$ cat config.mk
export PLATFORM = sky130hd
export DESIGN_NAME = regfile_scoreboard_flat
export DESIGN_NICKNAME = d
export VERILOG_FILES = /design/src/rtl/regfile_scoreboard_if.sv /design/src/rtl/regfile_scoreboard.sv /design/src/flat_wrapper.sv
export SDC_FILE = /design/constraint.sdc
export NUM_CORES = 1
export LEC_CHECK = 0
export ABC_CLOCK_PERIOD_IN_PS = 2029
export CORE_MARGIN = 10
export CORE_UTILIZATION = 40
export CTS_CLUSTER_DIAMETER = 80
export DETAILED_ROUTE_END_ITERATION = 8
export REMOVE_ABC_BUFFERS = 1
export SETUP_SLACK_MARGIN = 0.1
export SLEW_MARGIN = 10
export SYNTH_ARGS = -nofsm -noshare
export SYNTH_HDL_FRONTEND = slang
export SYNTH_SLANG_ARGS = --single-unit
$ cat constraint.sdc
create_clock -name clk -period 2.03 [get_ports clk]
set_input_delay 0.406 -clock clk [delete_from_list [all_inputs] [get_ports clk]]
set_output_delay 0.406 -clock clk [all_outputs]
set_load 0.1 [all_outputs]
$ cat src/rtl/regfile_scoreboard_if.sv
`default_nettype none
// ============================================================================
//  Module      : regfile_scoreboard_if
//  Description : Read, writeback and claim signal bundle for the register
//                file scoreboard.
//  Revision    : 1.0 - initial release
// ============================================================================
interface regfile_scoreboard_if #(
  parameter int DATA_W   = 16,
  parameter int NUM_REGS = 8,
  parameter int ADDR_W   = 3
);
  logic [ADDR_W-1:0]   rd_addr_a;
  logic [ADDR_W-1:0]   rd_addr_b;
  logic [DATA_W-1:0]   rd_data_a;
  logic [DATA_W-1:0]   rd_data_b;
  logic                rd_busy_a;
  logic                rd_busy_b;
  logic                wr_en;
  logic [ADDR_W-1:0]   wr_addr;
  logic [DATA_W-1:0]   wr_data;
  logic                claim_en;
  logic [ADDR_W-1:0]   claim_addr;
  logic [NUM_REGS-1:0] busy_vec;
  logic                claim_err;

  // Pipeline side: issues reads, writebacks and claims
  modport master (
    output rd_addr_a, rd_addr_b, wr_en, wr_addr, wr_data, claim_en, claim_addr,
    input  rd_data_a, rd_data_b, rd_busy_a, rd_busy_b, busy_vec, claim_err
  );

  // Register file side
  modport slave (
    input  rd_addr_a, rd_addr_b, wr_en, wr_addr, wr_data, claim_en, claim_addr,
    output rd_data_a, rd_data_b, rd_busy_a, rd_busy_b, busy_vec, claim_err
  );
endinterface
`default_nettype wire

$ cat src/rtl/regfile_scoreboard.sv
`default_nettype none
// ============================================================================
//  Module      : regfile_scoreboard
//  Description : Two-read / one-write register file with write-through bypass
//                and a per-register pending-write scoreboard.
//  Revision    : 1.0 - initial release
// ============================================================================
module regfile_scoreboard #(
  parameter int DATA_W   = 16,
  parameter int NUM_REGS = 8,
  parameter int ADDR_W   = 3,
  parameter int R0_ZERO  = 0
) (
  input  logic               clk,
  input  logic               reset,
  regfile_scoreboard_if.slave bus
);

  localparam int c_NUM_PORTS = 2;

  logic [DATA_W-1:0]   r_regs [NUM_REGS];
  logic [NUM_REGS-1:0] r_busy;
  logic                r_claimErr;

  logic                w_wrEff;
  logic                w_claimEff;
  logic                w_claimConflict;
  logic [NUM_REGS-1:0] w_busyNext;

  logic [ADDR_W-1:0]   w_rdAddr [c_NUM_PORTS];
  logic [DATA_W-1:0]   w_rdData [c_NUM_PORTS];
  logic                w_rdBusy [c_NUM_PORTS];

  // With R0_ZERO set, address 0 absorbs writes and claims silently
  assign w_wrEff    = bus.wr_en    && !((R0_ZERO != 0) && (bus.wr_addr    == '0));
  assign w_claimEff = bus.claim_en && !((R0_ZERO != 0) && (bus.claim_addr == '0));

  // A claim on a busy register is only an error if no writeback retires it now
  assign w_claimConflict = w_claimEff && r_busy[bus.claim_addr] &&
                           !(w_wrEff && (bus.wr_addr == bus.claim_addr));

  assign w_rdAddr[0] = bus.rd_addr_a;
  assign w_rdAddr[1] = bus.rd_addr_b;

  generate
    for (genvar p = 0; p < c_NUM_PORTS; p++) begin : g_rdPort
      logic w_isZero;
      logic w_wrHit;
      logic w_claimHit;

      assign w_isZero   = (R0_ZERO != 0) && (w_rdAddr[p] == '0);
      assign w_wrHit    = w_wrEff    && (bus.wr_addr    == w_rdAddr[p]);
      assign w_claimHit = w_claimEff && (bus.claim_addr == w_rdAddr[p]);

      // Same-cycle writeback data is forwarded and counts as ready unless a
      // new producer claims the register in the same cycle
      assign w_rdData[p] = w_isZero ? '0 :
                           w_wrHit  ? bus.wr_data : r_regs[w_rdAddr[p]];
      assign w_rdBusy[p] = !w_isZero && r_busy[w_rdAddr[p]] &&
                           !(w_wrHit && !w_claimHit);
    end
  endgenerate

  assign bus.rd_data_a = w_rdData[0];
  assign bus.rd_data_b = w_rdData[1];
  assign bus.rd_busy_a = w_rdBusy[0];
  assign bus.rd_busy_b = w_rdBusy[1];
  assign bus.busy_vec  = r_busy;
  assign bus.claim_err = r_claimErr;

  // Next scoreboard: writeback clears first, claim sets last so the new producer wins
  always_comb begin
    w_busyNext = r_busy;
    if (w_wrEff) begin
      w_busyNext[bus.wr_addr] = 1'b0;
    end
    if (w_claimEff) begin
      w_busyNext[bus.claim_addr] = 1'b1;
    end
  end

  // Register file storage
  always_ff @(posedge clk) begin
    if (reset) begin
      for (int i = 0; i < NUM_REGS; i++) begin
        r_regs[i] <= '0;
      end
    end else if (w_wrEff) begin
      r_regs[bus.wr_addr] <= bus.wr_data;
    end
  end

  // Scoreboard bits and one-cycle claim error pulse
  always_ff @(posedge clk) begin
    if (reset) begin
      r_busy     <= '0;
      r_claimErr <= 1'b0;
    end else begin
      r_busy     <= w_busyNext;
      r_claimErr <= w_claimConflict;
    end
  end

endmodule
`default_nettype wire
$ cat src/flat_wrapper.sv
// flat-port wrapper written by rule: the top's interface ports become plain ports
module regfile_scoreboard_flat 
#(
  parameter int DATA_W   = 16,
  parameter int NUM_REGS = 8,
  parameter int ADDR_W   = 3,
  parameter int R0_ZERO  = 0
)
  (clk, reset, bus_rd_addr_a, bus_rd_addr_b, bus_wr_en, bus_wr_addr, bus_wr_data, bus_claim_en, bus_claim_addr, bus_rd_data_a, bus_rd_data_b, bus_rd_busy_a, bus_rd_busy_b, bus_busy_vec, bus_claim_err);
  regfile_scoreboard_if #(.DATA_W(DATA_W), .NUM_REGS(NUM_REGS), .ADDR_W(ADDR_W)) bus_i ();
  input  logic clk;
  input  logic reset;
  input wire logic [$bits(bus_i.rd_addr_a)-1:0] bus_rd_addr_a;
  input wire logic [$bits(bus_i.rd_addr_b)-1:0] bus_rd_addr_b;
  input wire logic [$bits(bus_i.wr_en)-1:0] bus_wr_en;
  input wire logic [$bits(bus_i.wr_addr)-1:0] bus_wr_addr;
  input wire logic [$bits(bus_i.wr_data)-1:0] bus_wr_data;
  input wire logic [$bits(bus_i.claim_en)-1:0] bus_claim_en;
  input wire logic [$bits(bus_i.claim_addr)-1:0] bus_claim_addr;
  output wire logic [$bits(bus_i.rd_data_a)-1:0] bus_rd_data_a;
  output wire logic [$bits(bus_i.rd_data_b)-1:0] bus_rd_data_b;
  output wire logic [$bits(bus_i.rd_busy_a)-1:0] bus_rd_busy_a;
  output wire logic [$bits(bus_i.rd_busy_b)-1:0] bus_rd_busy_b;
  output wire logic [$bits(bus_i.busy_vec)-1:0] bus_busy_vec;
  output wire logic [$bits(bus_i.claim_err)-1:0] bus_claim_err;
  assign bus_i.rd_addr_a = bus_rd_addr_a;
  assign bus_i.rd_addr_b = bus_rd_addr_b;
  assign bus_i.wr_en = bus_wr_en;
  assign bus_i.wr_addr = bus_wr_addr;
  assign bus_i.wr_data = bus_wr_data;
  assign bus_i.claim_en = bus_claim_en;
  assign bus_i.claim_addr = bus_claim_addr;
  assign bus_rd_data_a = bus_i.rd_data_a;
  assign bus_rd_data_b = bus_i.rd_data_b;
  assign bus_rd_busy_a = bus_i.rd_busy_a;
  assign bus_rd_busy_b = bus_i.rd_busy_b;
  assign bus_busy_vec = bus_i.busy_vec;
  assign bus_claim_err = bus_i.claim_err;
  regfile_scoreboard #(.DATA_W(DATA_W), .NUM_REGS(NUM_REGS), .ADDR_W(ADDR_W), .R0_ZERO(R0_ZERO)) u_core (.clk(clk), .reset(reset), .bus(bus_i));
endmodule
[After elaboration in Yosys (flattened, before gate mapping)]
Memory sizes are Yosys's and may differ from the RTL's.
Cells that the tools add are included.
Storage, ports and cells
  bits in writable memories: 128
  memories: 1
  input port bits: 32
  output and inout bits: 43
  flip-flop bits (word level): 9
Operators by class
  magnitude comparators: 6
  bitwise operators: 3
  mux-type cells: 22
  eq/ne operators: 5
  reductions and logical operators: 19
Memories
  u_core.r_regs: words 8, width 16, read ports 2, clocked after memory_dff 0, wr ports 8, line regfile_scoreboard.sv:21  | logic [DATA_W-1:0] r_regs [NUM_REGS];
Operators with widths (number)
  two-way mux 16 bit: 3
  < comparator 3 x 4 -> 1 bit, second input constant: 4
  two-way mux 8 bit: 2
  OR reduction 16 bit: 1
  equality test 3 bit: 5
  logical AND 1 bit: 13
  two-way mux 1 bit: 11
  binary-select mux 1 bit (select 3 bit): 3
  AND 8 bit: 1
  inverter 8 bit: 1
  bitwise OR 8 bit: 1
  demux 1 bit (select 3 bit): 2
  >= comparator 3 x 1 -> 1 bit, second input constant: 2
  logical NOT 1 bit: 5
  two-way mux 3 bit: 1

[Depth between registers and ports, before layout]
Gate-level depths: netlist of the first run.
  depth after elaboration: 9
  mapped depth: 6
  depth with buffers taken out: 3

[Worst setup path after synthesis of the first run]
No wires, ideal clock.
  path type: reg2out
  start: register u_core.r_busy[5] (netlist: u_core.bus.busy_vec[5])
  end: output bus_rd_busy_a
  path slack: -351 ps
  arrival: 1975 ps
  path buffers: 0
  stages on the path, launching flop included: 4
  path through: dfxtp_1 mux4_1 nand2b_1 o221a_2
On the way
  cells in the longest elaborated chain, start to end: 3
RTL lines
  start: declaration: line regfile_scoreboard.sv:22  | logic [NUM_REGS-1:0] r_busy;
  start signal: assignment: line regfile_scoreboard.sv:99  | r_busy <= w_busyNext;
  binary-select mux 1 bit (select 3 bit): line regfile_scoreboard.sv:59  | assign w_rdBusy[p] = !w_isZero && r_busy[w_rdAddr[p]] &&
  two-way mux 1 bit (not written as such): line regfile_scoreboard.sv:59
  logical AND 1 bit: line regfile_scoreboard.sv:59
  end: declaration: line flat_wrapper.sv:22  | output wire logic [$bits(bus_i.rd_busy_a)-1:0] bus_rd_busy_a;
No other way between the ends. The select of a mux whose other input is x is not followed.

==> run summary, run 1 <==
• critical hold path startpoint: u_core.bus.busy_vec[1]$_SDFF_PP0_
• share of synthesized area occupied by flip-flops and latches: 0.494
• 1st-pass router iterations: 5
• remaining antenna violation count after routing: 0
• Cell Chain, Critical Path: mux4_2 -> mux2_4 -> mux2_4 -> buf_12
• count of endpoints failing hold in the final timing report: 0
• Sw Pwr: 2.70 mW
• part of the total power dissipated in the clock network: 0.310
• DR vias: 5,341
• fraction of final layout cells with drive strength greater than 1: 0.478
• number of global-route vias before repair: 5,709
• worst IR drop on VDD: 635 uV
• cell type with the highest occurrence count on the critical path: sky130_fd_sc_hd__mux2_4
• area share of the largest cell type after synthesis: 0.472
• fraction of the cycle the final worst path needs: 1.21
• total I/O pin count: 75
• remaining global-route overflow: 0
• switching fraction of total power: 0.305
• Clock transition at path regs: 60 ps
• Max FO, Critical Path: 2
• total of buffers placed on input and output ports: 74
• cell type with the largest total area after synthesis: sky130_fd_sc_hd__edfxtp_1
• fraction of synthesis flops using an asynchronous set or reset pin: 0
• Via-to-Cell Ratio: 5.65
• CP startpoint kind: flop
• transition time at the pin with the least slew margin: 320 ps
• Avg Cell Area, Syn: 15.8 um2
• total area of multi-input combinational cells: 3900 um2
• classification of the worst-slack hold path: flop to flop
• Worst-Skew Late Latency: 410 ps
• Worst Setup End Kind: primary output
• Syn Inst Count: 516
• share of power burned in combinational logic: 0.307
• clock tree from TritonCTS: built
• Nets: 695
• last weighted congestion value of the routability-driven placer: 0.819
• violated checks: setup timing
• Crit path largest cell delay: 480 ps
• wire length per cell after detailed routing: 26.0 um
• count of final max-slew check failures: 0
• Post-Syn Area: 8140 um2
• RSZ-0062 raised after global routing: true
• worst path buffer plus inverter count: 1
• synthesis-to-layout area growth: 36.8%
• detailed-placement wirelength estimate: 14.7 mm
• dominant delay contributor by cell family on the critical path: multiplexers
• Die ar.: 26,500 um2
• Hold Path End: u_core.bus.busy_vec[1]$_SDFF_PP0_
• Max-cap violations: 0
• die height: 163 um
• Synthesis Warnings: 0
• starting density of the core: 0.405
• Pwr Density: 796 nW/um2
• Fin Clk Skew: 0.810 ps
• number of sinks handled by clock tree synthesis: 137
• number of different library cells in the post-synthesis netlist: 37
• count of final setup violators: 34
• slowest stage cell, crit path: sky130_fd_sc_hd__mux4_2
• arrival time reported for the critical path endpoint: 2060 ps
• startpoint-to-endpoint class of the critical path: flop to primary output
• number of buffers created by CTS: 17
• commonest cells in the netlist: sky130_fd_sc_hd__and2_1, sky130_fd_sc_hd__edfxtp_1, sky130_fd_sc_hd__mux4_1
• number of cells on the worst hold path: 2
• antenna violations before repair: 0
• leak pwr: 4.33 nW
• GRT Resource Usage Total: 0.189
• Horiz. Die Dim: 163 um
• area of the placeable core: 20,100 um2
• final critical-path required period: 2460 ps
• Design Power: 8.86 mW
• Synth area leaders: sky130_fd_sc_hd__edfxtp_1, sky130_fd_sc_hd__mux4_1, sky130_fd_sc_hd__and2_1
• number of remaining DRC errors: 0
• maximum buffer depth of the clock tree: 2
• wire length of the first global-routing pass: 37.0 mm
• clk root buf: sky130_fd_sc_hd__clkbuf_16
• largest net degree at the start of global routing: 19
• FF-to-FF End: u_core.bus.claim_err$_SDFF_PP0_
• share of total power in sequential cells: 0.382
• run status: complete, but fails checks
• length in cells of the worst reg-to-reg path: 3
• wire length reported by the detailed router: 24.6 mm
• Reg area: 4020 um2
• source of the worst register-to-register timing path: u_core.bus.busy_vec[7]$_SDFF_PP0_
• maximum frequency from static timing analysis: 406 MHz
• Internal Power: 6.16 mW
• number of fill cells: 1,604
• floorplan row count: 52
• Worst EP required: 1620 ps
• antenna cell count: 0
• H-Tree Depth: 4
• worst-case setup margin in the final layout: -434 ps
• setup slack, reg-to-reg: 790 ps
• number of register bits inferred by synthesis: 137
• top flip-flop cell by instance count after synthesis: sky130_fd_sc_hd__edfxtp_1
• number of enable-type register cells in the synthesized netlist: 128
• number of violations reported at the end of detailed-routing iteration 0: 585
• worst relative slew slack: 0.786
• utilization after layout: 0.554
==> layout make-up <==
| class | count | share of cell area |
|---|---|---|
| Sequential cell | 137 | 0.361 |
| Multi-Input combinational cell | 330 | 0.350 |
| Timing Repair Buffer | 166 | 0.207 |
| Clock buffer | 24 | 0.0433 |
| Tap cell | 270 | 0.0303 |
| Clock inverter | 8 | 0.00416 |
| Inverter | 11 | 0.00371 |
==> power groups by stage <==
| stage | sequential [mW] | clock [mW] | combinational (mW) |
|---|---|---|---|
| 2_1_floorplan | 3.42 | 0 | 1.37 |
| 3_3_place_gp | 3.40 | 0 | 2.42 |
| 3_5_place_dp | 3.42 | 0 | 2.44 |
| 4_1_cts | 3.38 | 2.78 | 2.70 |
| 5_1_grt | 3.40 | 2.91 | 2.82 |
| 6_report | 3.39 | 2.75 | 2.72 |
==> worst max path at each step <==
| stage | from | end | slack [ps] | cells after the start |
|---|---|---|---|---|
| after detailed placement | bus_rd_addr_a[2] | bus_rd_data_a[14] | -660 | 6 |
| after global routing | u_core.r_regs[3][6]$_SDFFCE_PN0P_ | bus_rd_data_b[6] | -470 | 4 |
| after global placement | bus_rd_addr_a[2] | bus_rd_data_a[8] | -630 | 6 |
| after floorplan | u_core.bus.busy_vec[5]$_SDFF_PP0_ | bus_rd_busy_a | -350 | 3 |
| after CTS | u_core.r_regs[0][14]$_SDFFCE_PN0P_ | bus_rd_data_a[14] | -440 | 4 |
| final | u_core.r_regs[0][14]$_SDFFCE_PN0P_ | bus_rd_data_a[14] | -430 | 4 |
==> cell usage in the layout (no fill, tap or decap), types with 4 or more instances in the layout <==
| master | synthesis | layout |
|---|---|---|
| sky130_fd_sc_hd__and2_1 | 128 | 128 |
| sky130_fd_sc_hd__edfxtp_1 | 128 | 128 |
| sky130_fd_sc_hd__mux4_2 | 4 | 69 |
| sky130_fd_sc_hd__buf_12 | 0 | 62 |
| sky130_fd_sc_hd__buf_4 | 0 | 60 |
| sky130_fd_sc_hd__mux2_4 | 0 | 55 |
| sky130_fd_sc_hd__clkdlybuf4s50_1 | 0 | 21 |
| sky130_fd_sc_hd__clkbuf_16 | 0 | 17 |
| sky130_fd_sc_hd__inv_1 | 11 | 11 |
| sky130_fd_sc_hd__nor2_1 | 10 | 10 |
| sky130_fd_sc_hd__mux2_2 | 64 | 9 |
| sky130_fd_sc_hd__dfxtp_1 | 9 | 9 |
| sky130_fd_sc_hd__xnor2_1 | 13 | 8 |
| sky130_fd_sc_hd__buf_16 | 0 | 7 |
| sky130_fd_sc_hd__buf_6 | 10 | 7 |
| sky130_fd_sc_hd__clkinv_2 | 0 | 5 |
| sky130_fd_sc_hd__clkdlybuf4s15_2 | 0 | 5 |
| sky130_fd_sc_hd__nand2_1 | 4 | 4 |
| sky130_fd_sc_hd__o21ai_0 | 4 | 4 |
| sky130_fd_sc_hd__clkbuf_1 | 17 | 4 |
==> timing repair <==
action	in CTS	in global routing
endpoints found under the setup margin	34	34
gates cloned	8	0
hold buffers	0	0
buffers inserted	11	3
pin swaps	7	3
resized for setup	166	23
==> metal layers <==
layer / vias up / GRT usage / wire length, um
li1: 2284 / - / -
met1: 2799 / 0.253 / 10300
met2: 233 / 0.300 / 12000
met3: 25 / 0.0394 / 1860
met4: 0 / 0.0602 / 422
met5: - / 0 / 0
==> registers in the layout, indices dropped and copies added, names as in the netlist <==
name / count
u_core.r_regs: 128
u_core.bus.claim_err: 1
u_core.bus.busy_vec: 8
==> stage by stage <==
stage	TNS, ps	setup WS [ps]	cell area, um2	std cells	hold WS (ps)
4_1_cts	-13500	-443	11000	943	519
2_1_floorplan	-1600	-345	7890	478	516
6_report	-13270	-434	11100	946	525
3_3_place_gp	-45170	-635	10100	892	509
5_1_grt	-14690	-474	11100	946	563
3_5_place_dp	-49730	-659	10100	892	508
==> logic make-up after synthesis <==
family                    after synthesis  synth area share
and+or+nand+nor                       161             0.122
DFF                                   137             0.494
muxes                                 135             0.314
buffers and inverters                  49            0.0355
AOI/OAI and AO/OA                      19            0.0178
xor gates and xnor gates               15            0.0161
==> worst min-delay path, stage by stage, from the launching register on <==
cell and delay (ps):
sky130_fd_sc_hd__dfxtp_1 350, sky130_fd_sc_hd__inv_1 60, sky130_fd_sc_hd__o21ai_0 70
Note: power is estimated with default switching activity, not from simulation.
==> run 2, diff against run 1 <==
- CAP_MARGIN: not set -> 20
==> results of run 2 <==
No change in the layout: final DEF, timing and power equal those of run 1.
